[src/rtl/pool_pkg.sv]
// Shared types and helpers for the streaming pooling stage.
package pool_pkg;

  typedef enum logic [1:0] {
    IDLE  = 2'd0,
    RUN   = 2'd1,
    DRAIN = 2'd2
  } state_t;

  localparam logic MODE_MAX = 1'b0;
  localparam logic MODE_AVG = 1'b1;

  // Ceiling log2 usable in constant expressions.
  function automatic int unsigned clog2(input int unsigned v);
    int unsigned r;
    int unsigned x;
    r = 0;
    x = 1;
    while (x < v) begin
      x = x << 1;
      r = r + 1;
    end
    return r;
  endfunction

endpackage

[src/rtl/maxpool_stream_if.sv]
// Pixel-in / pooled-value-out bus with frame control for maxpool_stream.
interface maxpool_stream_if #(
  parameter int unsigned DATA_WIDTH = 16
);
  logic                         start;
  logic                         avg_mode;
  logic                         in_valid;
  logic                         in_ready;
  logic signed [DATA_WIDTH-1:0] data_in;
  logic                         out_valid;
  logic                         out_ready;
  logic signed [DATA_WIDTH-1:0] data_out;
  logic                         finish;

  // master: the environment feeding pixels and consuming results
  modport master (
    output start, avg_mode, in_valid, data_in, out_ready,
    input  in_ready, out_valid, data_out, finish
  );

  // slave: the pooling block
  modport slave (
    input  start, avg_mode, in_valid, data_in, out_ready,
    output in_ready, out_valid, data_out, finish
  );
endinterface

[src/rtl/pool_combine.sv]
// Pairwise combine for pooling: signed max or sum, at accumulator width.
module pool_combine
  import pool_pkg::*;
#(
  parameter int unsigned ACC_W = 18
) (
  input  logic signed [ACC_W-1:0] a,
  input  logic signed [ACC_W-1:0] b,
  input  logic                    mode,
  output logic signed [ACC_W-1:0] y_c
);

  always_comb begin
    if (mode == MODE_AVG) y_c = a + b;
    else                  y_c = (a > b) ? a : b;
  end

endmodule

[src/rtl/maxpool_stream.sv]
// Streaming max/average pooling over channel-major frames using one
// line buffer of partial window results instead of a frame store.
module maxpool_stream
  import pool_pkg::*;
#(
  parameter int unsigned IMG_SIZE   = 24,
  parameter int unsigned CHANNELS   = 2,
  parameter int unsigned POOL_SIZE  = 2,
  parameter int unsigned DATA_WIDTH = 16
) (
  input  logic            clk,
  input  logic            reset,
  maxpool_stream_if.slave bus
);

  localparam int unsigned OUT_SIZE = IMG_SIZE / POOL_SIZE;
  localparam int unsigned SPAN     = OUT_SIZE * POOL_SIZE;
  localparam int unsigned LOG_P    = clog2(POOL_SIZE);
  localparam int unsigned SHIFT    = 2 * LOG_P;
  localparam int unsigned ACC_W    = DATA_WIDTH + SHIFT;
  localparam int unsigned CH_W     = (CHANNELS > 1) ? clog2(CHANNELS) : 1;
  localparam int unsigned POS_W    = clog2(IMG_SIZE + 1);
  localparam int unsigned WIN_W    = clog2(OUT_SIZE + 1);
  localparam int unsigned LB_W     = (OUT_SIZE > 1) ? clog2(OUT_SIZE) : 1;

  localparam logic [POS_W-1:0] POS_LAST = POS_W'(IMG_SIZE - 1);
  localparam logic [POS_W-1:0] POS_SPAN = POS_W'(SPAN);
  localparam logic [CH_W-1:0]  CH_LAST  = CH_W'(CHANNELS - 1);
  localparam logic [LOG_P-1:0] SUB_LAST = LOG_P'(POOL_SIZE - 1);

  state_t state_q, state_d;

  logic                         mode_q;
  logic [CH_W-1:0]              ch_q;
  logic [POS_W-1:0]             row_q, col_q;
  logic [LOG_P-1:0]             sub_row_q, sub_col_q;
  logic [WIN_W-1:0]             win_q;
  logic signed [ACC_W-1:0]      h_acc_q;
  logic signed [ACC_W-1:0]      lb_q [OUT_SIZE];
  logic                         out_valid_q;
  logic signed [DATA_WIDTH-1:0] data_out_q;
  logic                         finish_q;

  logic                         rdy, go, fin_d, accept, frame_last;
  logic                         col_end, in_span, lb_wr, complete;
  logic [LB_W-1:0]              lb_idx;
  logic signed [ACC_W-1:0]      pix_ext, h_comb, h_val, lb_rd, v_comb, v_val;
  logic signed [DATA_WIDTH-1:0] res;

  assign frame_last = (ch_q == CH_LAST) && (row_q == POS_LAST) && (col_q == POS_LAST);

  always_ff @(posedge clk) begin
    if (reset) state_q <= IDLE;
    else       state_q <= state_d;
  end

  always_comb begin
    state_d = state_q;
    rdy     = 1'b0;
    go      = 1'b0;
    fin_d   = 1'b0;
    unique case (state_q)
      IDLE: begin
        if (bus.start) begin
          go      = 1'b1;
          state_d = RUN;
        end
      end
      RUN: begin
        rdy = !out_valid_q || bus.out_ready;
        if (bus.in_valid && rdy && frame_last) state_d = DRAIN;
      end
      DRAIN: begin
        if (!out_valid_q || bus.out_ready) begin
          fin_d   = 1'b1;
          state_d = IDLE;
        end
      end
      default: state_d = IDLE;
    endcase
  end

  assign accept = (state_q == RUN) && bus.in_valid && rdy;

  pool_combine #(.ACC_W(ACC_W)) u_hcomb (
    .a(h_acc_q), .b(pix_ext), .mode(mode_q), .y_c(h_comb)
  );

  pool_combine #(.ACC_W(ACC_W)) u_vcomb (
    .a(lb_rd), .b(h_val), .mode(mode_q), .y_c(v_comb)
  );

  // Window datapath: horizontal run, then vertical fold through the line buffer.
  always_comb begin
    pix_ext  = {{SHIFT{bus.data_in[DATA_WIDTH-1]}}, bus.data_in};
    h_val    = (sub_col_q == '0) ? pix_ext : h_comb;
    lb_idx   = LB_W'(win_q);
    lb_rd    = lb_q[lb_idx];
    v_val    = (sub_row_q == '0) ? h_val : v_comb;
    col_end  = (sub_col_q == SUB_LAST);
    in_span  = (col_q < POS_SPAN) && (row_q < POS_SPAN);
    lb_wr    = accept && col_end && in_span;
    complete = lb_wr && (sub_row_q == SUB_LAST);
    if (mode_q == MODE_AVG) res = DATA_WIDTH'(v_val >>> SHIFT);
    else                    res = DATA_WIDTH'(v_val);
  end

  always_ff @(posedge clk) begin
    if (reset) begin
      mode_q    <= MODE_MAX;
      ch_q      <= '0;
      row_q     <= '0;
      col_q     <= '0;
      sub_row_q <= '0;
      sub_col_q <= '0;
      win_q     <= '0;
      h_acc_q   <= '0;
    end else if (go) begin
      mode_q    <= bus.avg_mode;
      ch_q      <= '0;
      row_q     <= '0;
      col_q     <= '0;
      sub_row_q <= '0;
      sub_col_q <= '0;
      win_q     <= '0;
      h_acc_q   <= '0;
    end else if (accept) begin
      h_acc_q <= h_val;
      if (col_q == POS_LAST) begin
        col_q     <= '0;
        sub_col_q <= '0;
        win_q     <= '0;
        if (row_q == POS_LAST) begin
          row_q     <= '0;
          sub_row_q <= '0;
          ch_q      <= (ch_q == CH_LAST) ? '0 : ch_q + 1'b1;
        end else begin
          row_q     <= row_q + 1'b1;
          sub_row_q <= sub_row_q + 1'b1;
        end
      end else begin
        col_q     <= col_q + 1'b1;
        sub_col_q <= sub_col_q + 1'b1;
        if (col_end) win_q <= win_q + 1'b1;
      end
    end
  end

  // Partial sums need no reset: row 0 of every window band overwrites its entry.
  always_ff @(posedge clk) begin
    if (lb_wr) lb_q[lb_idx] <= v_val;
  end

  always_ff @(posedge clk) begin
    if (reset) begin
      out_valid_q <= 1'b0;
      data_out_q  <= '0;
      finish_q    <= 1'b0;
    end else begin
      finish_q <= fin_d;
      if (complete) begin
        out_valid_q <= 1'b1;
        data_out_q  <= res;
      end else if (bus.out_ready) begin
        out_valid_q <= 1'b0;
      end
    end
  end

  assign bus.in_ready  = rdy;
  assign bus.out_valid = out_valid_q;
  assign bus.data_out  = data_out_q;
  assign bus.finish    = finish_q;

endmodule

[src/flat_wrapper.sv]
// flat-port wrapper written by rule: the top's interface ports become plain ports
module maxpool_stream_flat import pool_pkg::*;
#(
  parameter int unsigned IMG_SIZE   = 24,
  parameter int unsigned CHANNELS   = 2,
  parameter int unsigned POOL_SIZE  = 2,
  parameter int unsigned DATA_WIDTH = 16
)
  (clk, reset, bus_start, bus_avg_mode, bus_in_valid, bus_data_in, bus_out_ready, bus_in_ready, bus_out_valid, bus_data_out, bus_finish);
  maxpool_stream_if #(.DATA_WIDTH(DATA_WIDTH)) bus_i ();
  input  logic clk;
  input  logic reset;
  input wire logic [$bits(bus_i.start)-1:0] bus_start;
  input wire logic [$bits(bus_i.avg_mode)-1:0] bus_avg_mode;
  input wire logic [$bits(bus_i.in_valid)-1:0] bus_in_valid;
  input wire logic [$bits(bus_i.data_in)-1:0] bus_data_in;
  input wire logic [$bits(bus_i.out_ready)-1:0] bus_out_ready;
  output wire logic [$bits(bus_i.in_ready)-1:0] bus_in_ready;
  output wire logic [$bits(bus_i.out_valid)-1:0] bus_out_valid;
  output wire logic [$bits(bus_i.data_out)-1:0] bus_data_out;
  output wire logic [$bits(bus_i.finish)-1:0] bus_finish;
  assign bus_i.start = bus_start;
  assign bus_i.avg_mode = bus_avg_mode;
  assign bus_i.in_valid = bus_in_valid;
  assign bus_i.data_in = bus_data_in;
  assign bus_i.out_ready = bus_out_ready;
  assign bus_in_ready = bus_i.in_ready;
  assign bus_out_valid = bus_i.out_valid;
  assign bus_data_out = bus_i.data_out;
  assign bus_finish = bus_i.finish;
  maxpool_stream #(.IMG_SIZE(IMG_SIZE), .CHANNELS(CHANNELS), .POOL_SIZE(POOL_SIZE), .DATA_WIDTH(DATA_WIDTH)) u_core (.clk(clk), .reset(reset), .bus(bus_i));
endmodule
[config.mk]
export PLATFORM = sky130hd
export DESIGN_NAME = maxpool_stream_flat
export DESIGN_NICKNAME = d
export VERILOG_FILES = /design/src/rtl/pool_pkg.sv /design/src/rtl/maxpool_stream_if.sv /design/src/rtl/pool_combine.sv /design/src/rtl/maxpool_stream.sv /design/src/flat_wrapper.sv
export SDC_FILE = /design/constraint.sdc
export NUM_CORES = 1
export LEC_CHECK = 0
export ABC_AREA = 1
export CAP_MARGIN = 30
export CORE_MARGIN = 2
export CORE_UTILIZATION = 55
export CTS_CLUSTER_DIAMETER = 200
export DETAILED_ROUTE_END_ITERATION = 10
export GPL_ROUTABILITY_DRIVEN = 0
export PLACE_DENSITY = 0.72
export SLEW_MARGIN = 40
export SYNTH_ARGS = -nofsm -noshare
export SYNTH_HDL_FRONTEND = slang
export SYNTH_SLANG_ARGS = --single-unit
[constraint.sdc]
create_clock -name clk -period 6.6 [get_ports clk]
set_input_delay 1.32 -clock clk [delete_from_list [all_inputs] [get_ports clk]]
set_output_delay 1.32 -clock clk [all_outputs]
set_load 0.005 [all_outputs]
==> results_dict.tcl, run 1 <==
set metrics [dict create \
    ir_worst_vdd_v 0.0002724 \
    crit_path_max_fanout 22 \
    finalClockSkew_ns 0.03250 \
    routedWlPerCell_um 18.86 \
    vias 11463 \
    cts_tree "done" \
    avgViaCountPerCell 5.772 \
    tightest_slew_ns 0.9193 \
    fin_util_pct 61.62 \
    port_buffers 40 \
    rsz0062_at_grt "no" \
    hold_path_depth 2 \
    grt_max_degree 101 \
    clk_pin_slew_ns 0.07 \
    wirelength_mm 37.46 \
    dpl.hpwl_mm 24.72 \
    synthesis.nets 1690 \
    synth-edff-count 216 \
    post_cts_buffers 0 \
    hold_slack_ns 0.4695 \
    htreeDepth 1 \
    drtIter0Drc 1177 \
    powerDensity_nw_per_um2 227.7 \
    worstRegToRegCells 26 \
    grt-ovfl-total 0 \
    critPathArrivalTime_ns 6.37 \
    synth_ff_type "edfxtp_1" \
    ant_nets 0 \
    n_antenna_cell 0 \
    fmax_mhz 162.9 \
    cts_buffers 28 \
    netlist_top_cells_area "edfxtp_1 43%, dfxtp_1 8.0%, o21ai_0 6.6%" \
    grt_pass1_wl_mm 59.55 \
    pre_cts_slack_ns -0.04589 \
    synthArstFlopShare_pct 0 \
    grt_pass1_vias 11082 \
    synth.distinct_cells 59 \
    die_y_um 168.7 \
    nets 1724 \
    synth-seq-area-share_pct 51.52 \
    hold_viol 0 \
    cp-start-kind "primary input" \
    synthCells 1589 \
    setup_viol 0 \
    relSlewSlack_pct 38.06 \
    endpoint_kind "flip-flop" \
    grt_usage_pct 26.64 \
    yosysTopAreaCell "edfxtp_1" \
    synthTopCellsByCount "239 x nand2_1, 216 x edfxtp_1, 198 x o21ai_0" \
    die_x_um 168.7 \
    antenna_found_initial 0 \
    core_area_sq_um 26800 \
    cts.path.max_buffers 3 \
    area_growth_pct 10.67 \
    post-synth-top-count-cell "nand2_1" \
    yosys.area.top_type_share_pct 43.47 \
    clock_latency_ns 0.56 \
    clock-sinks 276 \
    postCtsResizedCells 0 \
    slew_viol_final 0 \
    syn-cell-area_sq_um 14920 \
    hp-class "flip-flop to flip-flop" \
    period_minus_slack_ns 6.138 \
    setup-tns-final_ns 0 \
    cap_violations 0 \
    fin_crit_sh_pct 93.00 \
    path_class "primary input to flip-flop" \
    post-route-drc-count 0 \
    die_area_sq_um 28460 \
    ys_ff_latch 276 \
    rows 60 \
    leakage_nw 6.325 \
    p_total_mw 3.761 \
    top_level_ports 41 \
    cts_hold_buf 0 \
    ys_warn_count 0 \
    start_util_pct 55.68 \
    outcome "completed" \
    firstDrtPassIters 5 \
    drive_above_1_share_pct 8.693 \
    setup_ws_ns 0.4623 \
    cts_root_buf "clkbuf_16" \
    avgSynthCellArea_sq_um 9.391 \
    required_ns 6.83 \
]
routing by layer:
metal	GRT usage [%]	vias up	share of wire (%)
li1	-	5552	-
met1	37.20	5362	43
met2	43.18	473	46
met3	3.834	76	8.1
met4	8.621	0	2.8
met5	0	-	0
state kept, by name, indices dropped and copies added (netlist names), 2 cells and up, named ones only:
name                 count
u_core.bus.data_out     16
u_core.state_q           2
u_core.col_q             5
u_core.h_acc_q          18
u_core.lb_idx            4
u_core.row_q             5
u_core.lb_q            216
layout make-up:
| cell class | instances | area (sq um) |
|---|---|---|
| fillers | 2202 | 10290 |
| flip-flops and latches | 276 | 7694 |
| multi-input cells | 1039 | 6103 |
| inverters | 206 | 778.2 |
| clock buffers | 38 | 738.2 |
| repair buffers | 72 | 660.6 |
| well taps | 341 | 426.7 |
| clock inverters | 14 | 113.9 |
path summary, 6_finish.rpt:
check,from,to,slack (ns)
worst min register to register,u_core.bus.data_out[0],u_core.bus.data_out[0],0.47
worst max register to register,u_core.h_acc_q[14],u_core.lb_q[2][16],1.53
worst min-delay path,u_core.bus.data_out[0],u_core.bus.data_out[0],0.47
worst max-delay path,bus_data_in[15],u_core.lb_q[2][16],0.46
power breakdown:
group / leakage (nW) / total [mW] / switching [mW] / internal (mW)
Sequential: 2.43 / 1.90 / 0.00721 / 1.89
Combinational: 3.49 / 0.388 / 0.264 / 0.123
Clock: 0.408 / 1.47 / 0.648 / 0.826
Total: 6.32 / 3.76 / 0.920 / 2.84
cell families (layout without fill, tap and decap cells):
kind of cell               Yosys count  in the layout  share of synthesized area (%)
AOI/OAI and AO/OA                  448            448                          16.77
xor gates and xnor gates            11             11                         0.6457
adders and majority gates           79             79                          6.725
buffers and inverters              274            330                          7.781
DFF                                276            276                          51.52
muxes                               53             53                          3.555
and+or+nand+nor                    448            448                          13.01
through the flow:
step / cells / area, sq um
2_1_floorplan: 1589 / 14920
3_3_place_gp: 1934 / 15670
3_5_place_dp: 1934 / 15660
4_1_cts: 1986 / 16510
5_1_grt: 1986 / 16510
6_report: 1986 / 16510
worst max-delay path: stages:
cell	delay, ns
clkdlybuf4s50_1	0.52
inv_1	0.12
ha_1	0.42
nand4_1	0.19
nor2_2	0.23
nand3_1	0.10
nand3b_1	0.25
nand3_4	0.24
buf_12	0.20
nand2_1	0.06
o21ai_1	0.07
o21ai_1	0.08
nand2_2	0.14
ha_1	0.27
inv_1	0.11
fa_1	0.40
inv_1	0.07
nand3_1	0.07
nand2_1	0.13
a21boi_2	0.10
o21ai_0	0.33
a21oi_1	0.13
o21ai_0	0.21
a21oi_1	0.09
o21ai_0	0.11
nand3_1	0.11
nand2_1	0.11
inv_1	0.17
placed cells by master, fill, tap and decap left out, drive strengths merged, types with 23 or more instances in the layout:
cell type	count
nand2	251
o21ai	222
edfxtp	216
inv	206
a21oi	174
nor2	85
ha	77
nand3	77
dfxtp	60
mux2i	53
clkdlybuf4s50	39
clkbuf	38
buf	33
o211ai	23
Note: power is estimated with default switching activity, not from simulation.
==> inputs of run 2 (changes only) <==
--- a/config.mk
+++ b/config.mk
@@ -6,7 +6,6 @@
 export NUM_CORES = 1
 export LEC_CHECK = 0
 export ABC_AREA = 1
-export CAP_MARGIN = 30
 export CORE_MARGIN = 2
 export CORE_UTILIZATION = 55
 export CTS_CLUSTER_DIAMETER = 200
==> results of run 2 <==
The final DEF is identical to that of run 1; final timing and power are the same.
==> inputs of run 3 (changes only) <==
--- a/config.mk
+++ b/config.mk
@@ -6,7 +6,7 @@
 export NUM_CORES = 1
 export LEC_CHECK = 0
 export ABC_AREA = 1
-export CORE_MARGIN = 2
+export CORE_MARGIN = 3
 export CORE_UTILIZATION = 55
 export CTS_CLUSTER_DIAMETER = 200
 export DETAILED_ROUTE_END_ITERATION = 10
==> run 3 against run 2 <==
Against the previous run: setup slack worse by 0.023 ns; first-iteration DRC count is 3.7% higher; core utilization is 1.1 points higher; maximum frequency is 0.37% lower; routed wire length is 2.6% lower; critical endpoint is now u_core.lb_q[5][16]; highest routed layer unchanged.
==> results_dict.tcl, run 3 (synthesis gave the netlist of run 1 again) <==
set metrics [dict create \
    outcome "completed" \
    clk_pin_slew_ns 0.06 \
    stdcell_area_sq_um 16520 \
    n_antenna_cell 0 \
    wirelength_mm 36.50 \
    path_class "primary input to flip-flop" \
    grt_usage_pct 25.15 \
    area_growth_pct 10.69 \
    reg2reg_slack_ns 1.46 \
    nFillCells 2131 \
    start_util_pct 56.62 \
    leakage_nw 6.325 \
    crit_path_max_fanout 23 \
    post-route-drc-count 0 \
    stdcell_count 1978 \
    crit_start "bus_data_in[15]" \
    dpl.hpwl_mm 24.15 \
    clock_latency_ns 0.56 \
    routedWlPerCell_um 18.45 \
    cts_buffers 28 \
    gr-usage-met3_pct 3.581 \
    relSlewSlack_pct 44.57 \
    largest_reg_flops 216 \
    vias 11461 \
    hold_viol 0 \
    grt-ovfl-total 0 \
    grt_pass1_wl_mm 57.73 \
    clock-sinks 276 \
    grt_pass1_vias 10845 \
    final_common_cell "nand2_1" \
    finalClockSkew_ns 0.01162 \
    regToRegStartpoint "u_core.h_acc_q[13]" \
    die_y_um 170.7 \
    cp-start-kind "primary input" \
    htreeDepth 1 \
    worstHoldStart "u_core.bus.data_out[1]" \
    use_met1_pct 35.56 \
    fmax_mhz 162.3 \
    placed_cell_area_sq_um 15670 \
    ir_worst_vdd_v 0.0002221 \
    cp_common_cell "inv_1" \
    cp_top_family "simple AND/OR/NAND/NOR gates" \
    tightest_slew_ns 0.8227 \
    top_level_ports 41 \
    die_area_sq_um 29140 \
    cts_hold_buf 0 \
    antenna_found_initial 0 \
    post_cts_buffers 0 \
    cts_tree "done" \
    hold_slack_ns 0.4679 \
    setup_viol 0 \
    grt_max_degree 62 \
    drtIter0Drc 1220 \
    rsz0062_at_grt "no" \
    required_ns 6.85 \
    ant_nets 0 \
    core_area_sq_um 26350 \
    powerDensity_nw_per_um2 226.4 \
    place_inst 1928 \
    rows 59 \
    cts.path.max_buffers 3 \
    fin_crit_sh_pct 93.34 \
    firstDrtPassIters 5 \
    postCtsResizedCells 0 \
    slowest_stage "clkdlybuf4s50_1" \
    endpoint_kind "flip-flop" \
    avgViaCountPerCell 5.794 \
    slew_viol_final 0 \
    critPathMaxStageDelay_ns 0.51 \
    fin_util_pct 62.67 \
    largest-register "u_core.lb_q" \
    grt_use_met2_pct 40.31 \
    critPathArrivalTime_ns 6.41 \
    period_minus_slack_ns 6.161 \
    hp-class "flip-flop to flip-flop" \
    cap_violations 0 \
    top_usage_layer "met2" \
    nets 1724 \
    layout_common_cells "239 x nand2_1, 216 x edfxtp_1, 198 x o21ai_0" \
    die_x_um 170.7 \
    drive_above_1_share_pct 8.825 \
    port_buffers 40 \
    cp_num_buf_inv 6 \
    cts_root_buf "clkbuf_16" \
]
[run 3: changes by cell type in the layout (fill, tap and decap cells not counted)]
cell	delta
clkinv_16	+1
buf_12	+1
clkinv_8	-2
clkinv_2	+1
o21ai_1	-1
clkbuf_1	-4
buf_4	-1
clkinvlp_2	+2
o21ai_0	+1
[run 3: stage by stage]
stage	worst slack, ns	total power, mW	TNS (ns)
floorplan	1.533	2.209	0
global placement	0.07571	2.300	0
detailed placement	-0.01277	2.308	-0.1509
CTS	0.5610	3.753	0
global route	0.05787	3.884	0
finish	0.4393	3.740	0
[run 3: worst paths after layout]
kind	depth (start not counted)	to
max	28	u_core.lb_q[5][16]
min reg2reg	2	u_core.bus.data_out[1]
max reg2reg	28	u_core.lb_q[5][16]
min	2	u_core.bus.data_out[1]
[run 3: cell type report]
type / count / area [sq um] / area share, %
tap: 335 / 419.2 / 2.538
sequential: 276 / 7694 / 46.58
multi-input combinational: 1039 / 6103 / 36.95
clock inverter: 16 / 126.4 / 0.7651
clock buffer: 34 / 723.2 / 4.378
timing repair buffer: 72 / 673.1 / 4.075
inverter: 206 / 778.2 / 4.712
[run 3: worst register-to-register path, delay by kind of cell, from the launching register on]
| family | cells | cell delay [ns] |
|---|---|---|
| simple gates | 12 | 1.54 |
| flops | 1 | 0.36 |
| fa+ha+maj | 3 | 1.11 |
| buf+inv | 5 | 0.62 |
| compound gates | 8 | 1.21 |
[run 3: metal layers]
layer  part of all wire (%)  up-vias
met4                    3.0        0
met1                     44     5420
met3                    6.9       79
met5                      0        -
li1                       -     5562
met2                     46      400
[run 3: report_power, final]
| part | internal, mW | total (mW) | switching (mW) |
|---|---|---|---|
| combinational | 0.121 | 0.380 | 0.260 |
| sequential | 1.89 | 1.90 | 0.00692 |
| clock | 0.817 | 1.46 | 0.643 |
==> variant 1 (flow settings as in run 1) <==
`DATA_WIDTH` is set to 16 in 3 places; all go to 20.
--- a/src/rtl/maxpool_stream_if.sv
+++ b/src/rtl/maxpool_stream_if.sv
@@ -1,6 +1,6 @@
 // Pixel-in / pooled-value-out bus with frame control for maxpool_stream.
 interface maxpool_stream_if #(
-  parameter int unsigned DATA_WIDTH = 16
+  parameter int unsigned DATA_WIDTH = 20
 );
   logic                         start;
   logic                         avg_mode;
--- a/src/rtl/maxpool_stream.sv
+++ b/src/rtl/maxpool_stream.sv
@@ -6,7 +6,7 @@
   parameter int unsigned IMG_SIZE   = 24,
   parameter int unsigned CHANNELS   = 2,
   parameter int unsigned POOL_SIZE  = 2,
-  parameter int unsigned DATA_WIDTH = 16
+  parameter int unsigned DATA_WIDTH = 20
 ) (
   input  logic            clk,
   input  logic            reset,
--- a/src/flat_wrapper.sv
+++ b/src/flat_wrapper.sv
@@ -4,7 +4,7 @@
   parameter int unsigned IMG_SIZE   = 24,
   parameter int unsigned CHANNELS   = 2,
   parameter int unsigned POOL_SIZE  = 2,
-  parameter int unsigned DATA_WIDTH = 16
+  parameter int unsigned DATA_WIDTH = 20
 )
   (clk, reset, bus_start, bus_avg_mode, bus_in_valid, bus_data_in, bus_out_ready, bus_in_ready, bus_out_valid, bus_data_out, bus_finish);
   maxpool_stream_if #(.DATA_WIDTH(DATA_WIDTH)) bus_i ();
Ports: changed (resized bus_data_in and bus_data_out); port bits go from 41 to 49. No check against the original RTL was run, so the function may have changed too.
==> variant 1 against run 1 <==
  * Cell count increased by 28%
  * Sequential power increased by 21%
  * Clock power grew 35%
  * Worst hold slack improved by 2.5 ps
  * Highest routed layer unchanged
  * Area after synthesis increased by 23%
  * Largest cell class unchanged
  * Final area is 25% higher
  * Worst setup slack better by 68 ps
  * Global-route usage grew 0.68 points
  * Fmax up 1.1%
  * Synthesized cell count up 28%
  * Sequential cell count up 56
  * Combinational power rose by 38%
  * Wire length rose by 28%
  * Total power rose by 28%
==> variant 1: results (changes against run 1) <==
grt:
  grt_pass1_vias: 13859  # +25%
  grtUsageMet2_pct: 44.6  # +1.4 points
  grt_max_degree: 92  # -8.9%
  grt_pass1_wl_um: 75400  # +27%
  grt_use_total_pct: 27.3  # +0.68 points
  use_met1_pct: 38.3  # +1.1 points
clocking:
  htreeDepth: 2  # +1
  cts_buffers: 35  # +25%
  clkLatencyLatePin_ps: 530  # -30 ps
status:
  status: "finished clean"
power_and_ir_drop:
  ir_drop_v: 0.000184  # -33%
place:
  place_inst: 2485  # +28%
  hpwl_um: 32200  # +30%
  dp_worst_setup_slack_ps: 182  # +228 ps
  port_buffers: 48  # +20%
  place_area_um2: 19400  # +24%
min_path:
  min-delay-start: "u_core.bus.data_out[2]"
  whs_endpoint: "u_core.bus.data_out[2]"
sta:
  fin_crit_sh_pct: 92.0  # -1.0 points
  skew_ps: 25.5  # -6.97 ps
  slew-limit-headroom_pct: 45.2  # +7.1 points
  whs_ps: 472  # +2.47 ps
detailed_routing:
  vias: 14710  # +28%
  wl_met1_um: 20500  # +26%
  dr_wl_met2_um: 22300  # +30%
  vias_per_cell: 5.77  # about the same
  wl_met3_um: 3790  # +25%
  drt-initial-drc-count: 1649  # +40%
  wl_per_cell_um: 18.8  # -0.47%
synthesis:
  netlist_top_cells_count: "nand2_1 (347), edfxtp_1 (264), inv_1 (255)"
  ys_seq_area_share_pct: 50.6  # -0.88 points
  syn_area_per_cell_um2: 9.00  # -4.2%
  synth-xor-area-share_pct: 0.430  # -0.22 points
  yosys-top-cells-area: "edfxtp_1 (43%), dfxtp_1 (7.4%), nand2_1 (7.1%), o21ai_0 (6.4%), ha_1 (6.3%)"
  synth_adder_area_share_pct: 6.49  # -0.23 points
  synth_cell_types: 55  # -6.8%
  synth-compound-area-share_pct: 16.0  # -0.76 points
  muxShareOfSynthArea_pct: 3.50  # -0.056 points
  synth_nets: 2159  # +28%
  synth-edff-count: 264  # +22%
critical_path:
  crit_arrival_ps: 6360  # about the same
  worstPathMaxFanout: 23  # +4.5%
  crit_path_start: "bus_data_in[19]"
  r2r_start: "u_core.h_acc_q[21]"
  ff2ff_path_depth: 27  # +3.8%
  slowest_delay_ps: 480  # -40 ps
  rrSetupSlack_ps: 1550  # +20 ps
  endpoint: "u_core.lb_q[7][3]"
final_layout:
  drive_gt1_share_pct: 8.44  # -0.25 points
  largest_reg_flops: 264  # +22%
## variant 1: area by class of cell
class                      count  area (µm²)
tap                          442         553
sequential                   332        9300
clock buffer                  46         958
clock inverter                18         205
multi-input combinational   1348        7660
inverter                     271        1020
fill                        2715       12100
timing repair buffer          93         883
## variant 1: worst register-to-register path: stages (launching register included)
cell      delay [ps]
dfxtp_1          400
ha_1             350
nand2_2          130
nor2_4            50
nand2_1          120
nor2_1            50
nor2_1           230
nand3_1          150
nand2_1          100
nand3_2          100
buf_12           180
a21oi_1          190
o21ai_1          140
a21boi_2         250
inv_1            100
ha_1             370
nand2_1          100
o21a_1           140
nor2_1            40
o21ai_0          220
nand3_1          110
nand2_1           80
nand3_2          100
inv_1            370
nand3_1          110
o21ai_0          130
nand2_1          140
nand2_1          350
## variant 1: report_power, final
part           internal (µW)  leakage, µW  switching (µW)  total (µW)
registers               2280      0.00292            9.91        2290
logic                    166      0.00459             369         536
clock network           1190     0.000565             803        1990
total                   3640      0.00808            1180        4820
==> variant 2 (flow settings as in run 1) <==
Made on the original files. Make the reset (`reset`) asynchronous in 3 clocked blocks.
--- a/src/rtl/maxpool_stream.sv
+++ b/src/rtl/maxpool_stream.sv
@@ -49,7 +49,7 @@
 
   assign frame_last = (ch_q == CH_LAST) && (row_q == POS_LAST) && (col_q == POS_LAST);
 
-  always_ff @(posedge clk) begin
+  always_ff @(posedge clk or posedge reset) begin
     if (reset) state_q <= IDLE;
     else       state_q <= state_d;
   end
@@ -105,7 +105,7 @@
     else                    res = DATA_WIDTH'(v_val);
   end
 
-  always_ff @(posedge clk) begin
+  always_ff @(posedge clk or posedge reset) begin
     if (reset) begin
       mode_q    <= MODE_MAX;
       ch_q      <= '0;
@@ -151,7 +151,7 @@
     if (lb_wr) lb_q[lb_idx] <= v_val;
   end
 
-  always_ff @(posedge clk) begin
+  always_ff @(posedge clk or posedge reset) begin
     if (reset) begin
       out_valid_q <= 1'b0;
       data_out_q  <= '0;
Function: differs if reset is asserted again (counterexample within 4 cycles, from zero or initial values and one cycle with reset high); with reset held inactive, the same outputs for 10 cycles.
==> variant 2 against run 1 <==
  * Count of clock-buffer cells in the layout up 1
  * Final area increased by 1.0%
  * Worst hold slack better by 7.3 ps
  * Wire length up 7.0%
  * Die area shrank 1.1%
  * Worst setup slack got worse by 120 ps
  * Non-clock buffer count grew 14
  * Area after synthesis decreased by 1.1%
  * Sequential cell count decreased by 4
  * Critical endpoint unchanged
  * Largest cell class unchanged
Power is left out: the tool's default activity adds up to more than one toggle a clock period on the data nets, which glitch-free logic cannot reach.
==> variant 2: results (changes against run 1) <==
synthesis:
  synth-xor-area-share_pct: 0.416  # -0.23 points
  yosys-top-cells-area: "edfxtp_1 (44%), dfrtp_1 (9.5%), nand2_1 (7.8%), ha_1 (6.8%), o21ai_0 (6.1%)"
  muxShareOfSynthArea_pct: 0  # -3.6 points
  async_reset_ff_share_pct: 20.6  # +21 points
  ys_seq_area_share_pct: 53.5  # +2.0 points
  synth_nets: 1720  # +1.8%
  netlist_top_cells_count: "nand2_1 (305), edfxtp_1 (216), nor2_1 (198)"
  syn_area_per_cell_um2: 9.13  # -2.8%
  synth-compound-area-share_pct: 15.4  # -1.3 points
grt:
  use_met1_pct: 40.4  # +3.2 points
  grt_max_degree: 102  # +0.99%
  use_met3_pct: 4.21  # +0.37 points
  grtUsageMet2_pct: 44.3  # +1.1 points
  grt_pass1_vias: 11199  # +1.1%
  grt_use_total_pct: 28.2  # +1.6 points
status:
  status: "finished clean"
critical_path:
  r2r_start: "u_core.h_acc_q[8]"
  ff2ff_path_depth: 23  # -12%
final_layout:
  clk_share_pct: 5.59  # +0.43 points
  drive_gt1_share_pct: 8.36  # -0.33 points
  fillerInstances: 2110  # -4.2%
  multi_input_area_share_pct: 36.0  # -0.94 points
  fin_nets: 1768  # +2.6%
  buf_share_pct: 4.98  # +0.98 points
  num-nonclk-inverters: 160  # -22%
detailed_routing:
  vias_per_cell: 5.93  # +2.7%
  wl_met3_um: 3140  # +3.3%
  wl_um: 40100  # +7.0%
sta:
  fmax_ghz: 0.160  # -1.8%
place:
  hpwl_um: 25800  # +4.5%
  dp_worst_setup_slack_ps: -21.7  # +24.1 ps
  place_inst: 1966  # +1.7%
[variant 2: critical path: cells and delay by family]
| kind | cells | cell delay [ps] |
|---|---|---|
| AOI/OAI and AO/OA | 7 | 1400 |
| adders and majority gates | 3 | 1070 |
| buffers and inverters | 4 | 980 |
| and+or+nand+nor | 11 | 1790 |
[variant 2: stage by stage]
| step | setup TNS, ps | cell area [µm²] | utilization (%) | hold WS (ps) |
|---|---|---|---|---|
| after floorplan | 0 | 14800 | - | 472 |
| after global placement | 0 | 15600 | 59.7 | 463 |
| after detailed placement | -258 | 15700 | 59.9 | 466 |
| after CTS | 0 | 16600 | 63.5 | 483 |
| after global routing | 0 | 16700 | 63.7 | 512 |
| final | 0 | 16700 | 63.7 | 477 |
